### src/rtl/asp_path_scheduler.sv
`default_nettype none
// +--------------------------------------------------------------------------+
// | Module   : asp_path_scheduler                                            |
// | Brief    : Queues stage-2 TX/RX words and round-robins them onto one     |
// |            valid/ready output channel with error/overflow counters.      |
// | Revision : 1.0  initial release                                          |
// +--------------------------------------------------------------------------+
module asp_path_scheduler #(
    parameter int DATA_SIZE = 32,
    parameter int TAG_SIZE  = 8,
    parameter int DEPTH     = 4,
    parameter int CNT_W     = 8
) (
    input  logic                    clk,
    input  logic                    reset,
    input  logic [1:0]              opcode_in,
    input  logic                    soft_error_in,
    input  logic [DATA_SIZE-1:0]    tx_data_in,
    input  logic [DATA_SIZE-1:0]    rx_data_in,
    input  logic [TAG_SIZE-1:0]     rx_tag_in,
    input  logic                    cfg_tag_we,
    input  logic [TAG_SIZE-1:0]     cfg_tag_in,
    output logic                    out_valid,
    input  logic                    out_ready,
    output logic [DATA_SIZE-1:0]    out_data,
    output logic                    out_src,
    output logic [TAG_SIZE-1:0]     out_tag,
    output logic [$clog2(DEPTH):0]  tx_count,
    output logic [$clog2(DEPTH):0]  rx_count,
    output logic [CNT_W-1:0]        err_count,
    output logic [CNT_W-1:0]        drop_count,
    output logic                    busy
);

    localparam int              c_aw      = $clog2(DEPTH);
    localparam logic [c_aw:0]   c_full    = (c_aw + 1)'(DEPTH);
    localparam logic [1:0]      c_op_send = 2'b01;
    localparam logic [1:0]      c_op_recv = 2'b10;
    localparam logic [1:0]      c_op_fl   = 2'b11;

    typedef enum logic [1:0] {
        ST_IDLE    = 2'd0,
        ST_SEND_TX = 2'd1,
        ST_SEND_RX = 2'd2
    } state_t;

    logic [DATA_SIZE-1:0] r_tx_mem      [DEPTH];
    logic [DATA_SIZE-1:0] r_rx_mem_data [DEPTH];
    logic [TAG_SIZE-1:0]  r_rx_mem_tag  [DEPTH];
    logic [c_aw-1:0]      r_tx_wptr, r_tx_rptr, r_rx_wptr, r_rx_rptr;
    logic [c_aw:0]        r_tx_count, r_rx_count;
    logic [TAG_SIZE-1:0]  r_local_tag;
    logic [CNT_W-1:0]     r_err_count, r_drop_count;
    state_t               r_state;
    logic                 r_prefer_rx;
    logic                 r_out_valid;
    logic [DATA_SIZE-1:0] r_out_data;
    logic                 r_out_src;
    logic [TAG_SIZE-1:0]  r_out_tag;

    logic                 w_flush, w_tx_req, w_rx_req, w_hs;
    logic                 w_pop_tx, w_pop_rx, w_push_tx, w_push_rx;
    logic                 w_err_inc, w_drop_inc;
    logic                 w_tx_avail, w_rx_avail;
    logic [c_aw-1:0]      w_tx_hidx, w_rx_hidx;
    state_t               w_state_nxt;
    logic                 w_valid_nxt, w_src_nxt, w_prefer_rx_nxt;
    logic [DATA_SIZE-1:0] w_data_nxt;
    logic [TAG_SIZE-1:0]  w_tag_nxt;
    logic                 w_pick, w_grant_rx, w_grant_tx;

    assign w_flush  = (opcode_in == c_op_fl);
    assign w_tx_req = (opcode_in == c_op_send) & ~soft_error_in;
    assign w_rx_req = (opcode_in == c_op_recv) & ~soft_error_in & (rx_tag_in == r_local_tag);
    assign w_hs     = r_out_valid & out_ready;
    assign w_pop_tx = w_hs & (r_state == ST_SEND_TX);
    assign w_pop_rx = w_hs & (r_state == ST_SEND_RX);

    // A full queue still accepts a push when it pops on the same edge.
    assign w_push_tx = w_tx_req & ((r_tx_count != c_full) | w_pop_tx);
    assign w_push_rx = w_rx_req & ((r_rx_count != c_full) | w_pop_rx);

    assign w_err_inc  = ((opcode_in == c_op_send) | (opcode_in == c_op_recv)) & soft_error_in;
    assign w_drop_inc = (w_tx_req & ~w_push_tx) | (w_rx_req & ~w_push_rx);

    // Words left after this edge's pop, ignoring this edge's push (no bypass).
    assign w_tx_avail = (r_tx_count != (c_aw + 1)'(w_pop_tx));
    assign w_rx_avail = (r_rx_count != (c_aw + 1)'(w_pop_rx));
    assign w_tx_hidx  = r_tx_rptr + c_aw'(w_pop_tx);
    assign w_rx_hidx  = r_rx_rptr + c_aw'(w_pop_rx);

    always_ff @(posedge clk) begin
        if (w_push_tx) begin
            r_tx_mem[r_tx_wptr] <= tx_data_in;
        end
        if (w_push_rx) begin
            r_rx_mem_data[r_rx_wptr] <= rx_data_in;
            r_rx_mem_tag[r_rx_wptr]  <= rx_tag_in;
        end
    end

    always_ff @(posedge clk) begin
        if (reset || w_flush) begin
            r_tx_wptr  <= '0;
            r_tx_rptr  <= '0;
            r_tx_count <= '0;
            r_rx_wptr  <= '0;
            r_rx_rptr  <= '0;
            r_rx_count <= '0;
        end else begin
            r_tx_wptr  <= r_tx_wptr + c_aw'(w_push_tx);
            r_tx_rptr  <= r_tx_rptr + c_aw'(w_pop_tx);
            r_tx_count <= r_tx_count + (c_aw + 1)'(w_push_tx) - (c_aw + 1)'(w_pop_tx);
            r_rx_wptr  <= r_rx_wptr + c_aw'(w_push_rx);
            r_rx_rptr  <= r_rx_rptr + c_aw'(w_pop_rx);
            r_rx_count <= r_rx_count + (c_aw + 1)'(w_push_rx) - (c_aw + 1)'(w_pop_rx);
        end
    end

    always_ff @(posedge clk) begin
        if (reset) begin
            r_local_tag  <= '0;
            r_err_count  <= '0;
            r_drop_count <= '0;
        end else begin
            if (cfg_tag_we) begin
                r_local_tag <= cfg_tag_in;
            end
            if (w_err_inc && (r_err_count != {CNT_W{1'b1}})) begin
                r_err_count <= r_err_count + 1'b1;
            end
            if (w_drop_inc && (r_drop_count != {CNT_W{1'b1}})) begin
                r_drop_count <= r_drop_count + 1'b1;
            end
        end
    end

    always_ff @(posedge clk) begin
        if (reset) begin
            r_state     <= ST_IDLE;
            r_prefer_rx <= 1'b0;
            r_out_valid <= 1'b0;
            r_out_data  <= '0;
            r_out_src   <= 1'b0;
            r_out_tag   <= '0;
        end else begin
            r_state     <= w_state_nxt;
            r_prefer_rx <= w_prefer_rx_nxt;
            r_out_valid <= w_valid_nxt;
            r_out_data  <= w_data_nxt;
            r_out_src   <= w_src_nxt;
            r_out_tag   <= w_tag_nxt;
        end
    end

    always_comb begin
        w_state_nxt     = r_state;
        w_valid_nxt     = r_out_valid;
        w_data_nxt      = r_out_data;
        w_src_nxt       = r_out_src;
        w_tag_nxt       = r_out_tag;
        w_prefer_rx_nxt = r_prefer_rx;
        w_pick          = 1'b0;
        w_grant_rx      = 1'b0;
        w_grant_tx      = 1'b0;

        case (r_state)
            ST_IDLE:    w_pick = 1'b1;
            ST_SEND_TX: w_pick = w_hs;
            ST_SEND_RX: w_pick = w_hs;
            default:    w_pick = 1'b1;
        endcase

        // The queue just served loses priority to the other one.
        if (w_hs) begin
            w_prefer_rx_nxt = (r_state == ST_SEND_TX);
        end

        if (w_flush) begin
            w_state_nxt = ST_IDLE;
            w_valid_nxt = 1'b0;
            w_data_nxt  = '0;
            w_src_nxt   = 1'b0;
            w_tag_nxt   = '0;
        end else if (w_pick) begin
            w_grant_rx = w_rx_avail & (~w_tx_avail | w_prefer_rx_nxt);
            w_grant_tx = w_tx_avail & ~w_grant_rx;
            if (w_grant_tx) begin
                w_state_nxt = ST_SEND_TX;
                w_valid_nxt = 1'b1;
                w_data_nxt  = r_tx_mem[w_tx_hidx];
                w_src_nxt   = 1'b0;
                w_tag_nxt   = '0;
            end else if (w_grant_rx) begin
                w_state_nxt = ST_SEND_RX;
                w_valid_nxt = 1'b1;
                w_data_nxt  = r_rx_mem_data[w_rx_hidx];
                w_src_nxt   = 1'b1;
                w_tag_nxt   = r_rx_mem_tag[w_rx_hidx];
            end else begin
                w_state_nxt = ST_IDLE;
                w_valid_nxt = 1'b0;
                w_data_nxt  = '0;
                w_src_nxt   = 1'b0;
                w_tag_nxt   = '0;
            end
        end
    end

    assign out_valid  = r_out_valid;
    assign out_data   = r_out_data;
    assign out_src    = r_out_src;
    assign out_tag    = r_out_tag;
    assign tx_count   = r_tx_count;
    assign rx_count   = r_rx_count;
    assign err_count  = r_err_count;
    assign drop_count = r_drop_count;
    assign busy       = r_out_valid | (r_tx_count != '0) | (r_rx_count != '0);

endmodule
`default_nettype wire

### config.mk
export PLATFORM = sky130hd
export DESIGN_NAME = asp_path_scheduler
export DESIGN_NICKNAME = d
export VERILOG_FILES = /design/src/rtl/asp_path_scheduler.sv
export SDC_FILE = /design/constraint.sdc
export NUM_CORES = 1
export LEC_CHECK = 0
export ABC_AREA = 1
export BUFFER_PORTS_ARGS = -buffer_cell sky130_fd_sc_hd__buf_4
export CORE_MARGIN = 8
export CORE_UTILIZATION = 23
export CTS_CLUSTER_DIAMETER = 150
export DETAILED_ROUTE_END_ITERATION = 8
export PLACE_DENSITY_LB_ADDON = 0.1
export SLEW_MARGIN = 25
export SYNTH_ARGS = -nofsm -noshare
export SYNTH_HDL_FRONTEND = slang
export SYNTH_SLANG_ARGS = --single-unit
### constraint.sdc
create_clock -name clk -period 3.8 [get_ports clk]
set_clock_uncertainty 0.15 [all_clocks]
set_input_delay 0.19 -clock clk [delete_from_list [all_inputs] [get_ports clk]]
set_output_delay 0.19 -clock clk [all_outputs]
set_load 0.01 [all_outputs]
==> impl_results.md <==
* Avg Vias per Cell at ~4
* Die width at 274 um
* CTS tree: yes
* Initial antenna violation count at 3
* CTS buffer count at 43
* DRT iter0 DRCs at around 460
* Flops & latches, synth at 370
* Fmax at 0.333 GHz
* Status: finished clean
* Placed insts at 2376
* Non-Filler Instances at 2548
* Final setup fails at 0
* FP Rows at between 90 and 100
* Gpl congestion at 0.706
* Yosys warns at 0
* CTS sink count at 370
* Initial cell density of the core at 0.233
* Final ANT Viol Nets at 0
* Finished layout cell area at ~20000 sq um
* Hold Violations, Final at 0
* Yosys cell types at between 40 and 50
* DIE AREA at 75000 sq um
* WL per Instance at 17.8 um
* Final cycle utilization of the critical path at 0.790
* Power Total at 8.84 mW
* H-tree depth reported by CTS at 2
* Post-CTS sizing at 0
* Die Y at 274 um
* Max IR drop VDD at 243 uV
* Number of global-route vias before repair at 10621
* Setup TNS at 0 ps
* Area grow syn2layout at 29.4%
* Drt first pass iters at 4
* Bufs on Longest Clock Path at 3
* RR Startpoint: r_state[0]
* Via count at 10450
* Cell-internal power at 6.93 mW
* Net Sw Frac at 0.216
* Setup CP Type: reg -> reg
* Core Region at about 66000 sq um
* Slew headroom at 0.282
* Syn_nets at roughly 1500
* Worst setup EP type: flop
* Pwr dens at roughly 450 nW/um^2
* First-pass GRT wire length at 68.8 mm
* Port bufs at 151
* Fraction of layout instances using a drive strength above 1 at 0.195
* CTS clk-pin slew, worst paths at about 60 ps
* Clock share of power at 0.453
* Gr usage total at 0.119
* Internal reg-to-reg setup slack at 800 ps
* Sw power at 1.90 mW
* Share of the yosys chip area belonging to registers at 0.673
* RSZ-0062 raised after global routing: no
* Post-Place Cell Area at roughly 17000 sq um
* Hold wc startpoint: opcode_in[1]
* # nets final at 1754
* I/O Pins at 152
* Fillers at 6741
* Comb power frac at 0.047
* Worst Tran Pin Value at 1070 ps
* Placed wire-length estimate at around 29 mm
* Crit path max fanout at 53
* Final WL at 45.3 mm
* Worst skew pair latency at around 550 ps
* Cells after synthesis at 1408
* Worst min path class: in -> reg
* Slew Limit Fails at 0
* Leakage at 7.49 nW
* Startpoint Class: flop
* Avg Inst Size Synth at 10.9 sq um
* Overflow after GRT at 0
* Clk root buf: clkbuf_16
* Syn Std Cell Area at 15300 sq um
* Hold Path Stages at 5
* Final Util at 0.301
* Arrival time at the worst endpoint at around 3300 ps
* Sequential cell fraction of total power at 0.500
* WHS Endpoint: err_count[0]
* RR Endpoint: out_data[14]
* Largest net degree at the start of global routing at a little over 80
* Max-cap violation count at 0
* Req. time, crit path at 4130 ps
* DRC at 0
* Tmin final at about 3000 ps
* Cells on worst reg2reg path at 14
[flip-flops by register name, indices dropped and copies added, names as in the netlist]
signal         count
drop_count         8
err_count          8
out_data          32
out_tag            8
out_valid          1
r_local_tag        8
r_prefer_rx        1
r_rx_mem_data    128
r_rx_mem_tag      32
r_rx_rptr          2
r_rx_wptr          2
r_state            2
r_tx_mem         128
r_tx_rptr          2
r_tx_wptr          2
rx_count           3
tx_count           3
[cells by family after synthesis]
family	share of synthesized area
buffers and inverters	0.0360
flip-flops	0.673
XOR/XNOR	0.0119
adder cells (fa/ha/maj)	0.0149
AND/OR/NAND/NOR	0.184
AO/OA/AOI/OAI	0.0796
[cell type report]
type / count / area [sq um] / share of cell area
Sequential cell: 370 / 10300 / 0.520
Multi-Input combinational cell: 910 / 4510 / 0.228
Timing Repair Buffer: 266 / 2300 / 0.117
Clock buffer: 57 / 1200 / 0.0606
Tap cell: 864 / 1080 / 0.0547
Inverter: 59 / 231 / 0.0117
Clock inverter: 19 / 148 / 0.00747
Antenna cell: 3 / 7.51 / 0.000380
[critical path, stage by stage, from the launching register on]
cell     delay, ps
dfxtp_1        350
inv_1           50
ha_1           160
inv_1          120
nor2_4          70
ha_2           300
inv_4          380
buf_4          280
or2_2          120
o21ai_0         60
o21ai_0        440
nand3_1        150
nand2_1        110
a21oi_2         50
nor2_2         110
[Yosys cell counts]
cell type,n,area share
xnor2_1,7,0.0040
inv_4,2,0.00082
or2_0,3,0.0012
clkbuf_2,3,0.00098
buf_2,18,0.0059
inv_1,55,0.014
inv_2,1,0.00025
buf_4,1,0.00049
o21ai_2,2,0.0011
ha_1,15,0.012
buf_1,7,0.0017
or2_1,21,0.0086
xnor2_2,2,0.0021
o21a_1,1,0.00049
nor2_1,87,0.021
a21oi_2,9,0.0052
nand2_4,1,0.00074
o21ai_0,102,0.033
nor3_2,1,0.00065
nand2_2,5,0.0020
clkinv_4,1,0.00057
nor4_2,1,0.00082
nor2_4,3,0.0022
o221ai_2,1,0.00098
nand2_1,418,0.10
a211oi_1,1,0.00049
a21oi_1,57,0.019
a21boi_4,1,0.0012
o21ai_1,10,0.0033
clkbuf_1,36,0.0088
or2_2,39,0.016
nor3_1,15,0.0049
nand4_1,5,0.0020
xor2_1,10,0.0057
o21bai_1,1,0.00049
nand4_2,1,0.00082
o211ai_1,29,0.014
buf_6,4,0.0029
nand3_1,50,0.016
fa_1,2,0.0026
dfxtp_1,82,0.11
nor2_2,10,0.0041
edfxtp_1,288,0.57
[metrics by stage]
stage          hold WS, ps  worst slack (ps)
2_1_floorplan          109             -37.6
3_3_place_gp           246               815
3_5_place_dp           247               797
4_1_cts               19.2               764
5_1_grt               72.1               547
6_report              69.9               799
[layer usage]
metal / vias to the layer above / routed length, um / GRT usage
met5: - / 12 / 0
met4: 2 / 817 / 0.0272
met3: 50 / 1860 / 0.0251
met2: 151 / 20500 / 0.186
met1: 4983 / 22100 / 0.168
li1: 5264 / - / -
[cell usage in the layout, fill, tap and decap left out, drive strengths merged, types with 3 or more instances in the layout]
master | synthesis | layout
ha | 15 | 15
nor2 | 100 | 100
o21ai | 114 | 114
o211ai | 29 | 29
a21oi | 66 | 66
nor3 | 16 | 16
diode | 0 | 3
nand4 | 6 | 6
clkinv | 1 | 15
dfxtp | 82 | 82
clkbuf | 39 | 57
or2 | 63 | 63
buf | 30 | 173
xor2 | 10 | 10
xnor2 | 9 | 9
inv | 58 | 60
nand2 | 424 | 424
edfxtp | 288 | 288
dlygate4sd3 | 0 | 93
nand3 | 50 | 50
[power by group through the flow]
| stage | Sequential (mW) | Clock, mW | Combinational [mW] |
|---|---|---|---|
| 6_report | 4.42 | 4.00 | 0.418 |
| 3_3_place_gp | 4.50 | 0 | 0.343 |
| 4_1_cts | 4.42 | 4.16 | 0.430 |
| 5_1_grt | 4.42 | 4.31 | 0.466 |
| 2_1_floorplan | 4.50 | 0 | 0.144 |
| 3_5_place_dp | 4.50 | 0 | 0.344 |
[repair_timing]
item / in CTS / in global routing
setup buffers: 0 / 0
setup endpoints to repair: 0 / 0
endpoints found under the hold margin: 309 / 0
hold buffers: 93 / 0
[how the worst max path moves through the flow]
stage               startpoint             end  depth (start not counted)  slack [ps]
floorplan           r_state[1]  r_tx_mem[0][0]                          8         -40
global placement    r_state[0]    out_data[16]                         14         810
detailed placement  r_state[0]    out_data[14]                         14         800
CTS                 r_state[0]    out_data[16]                         14         760
global route        r_state[0]    out_data[16]                         14         550
finish              r_state[0]    out_data[14]                         14         800
Power figures use the tool's default switching activity.
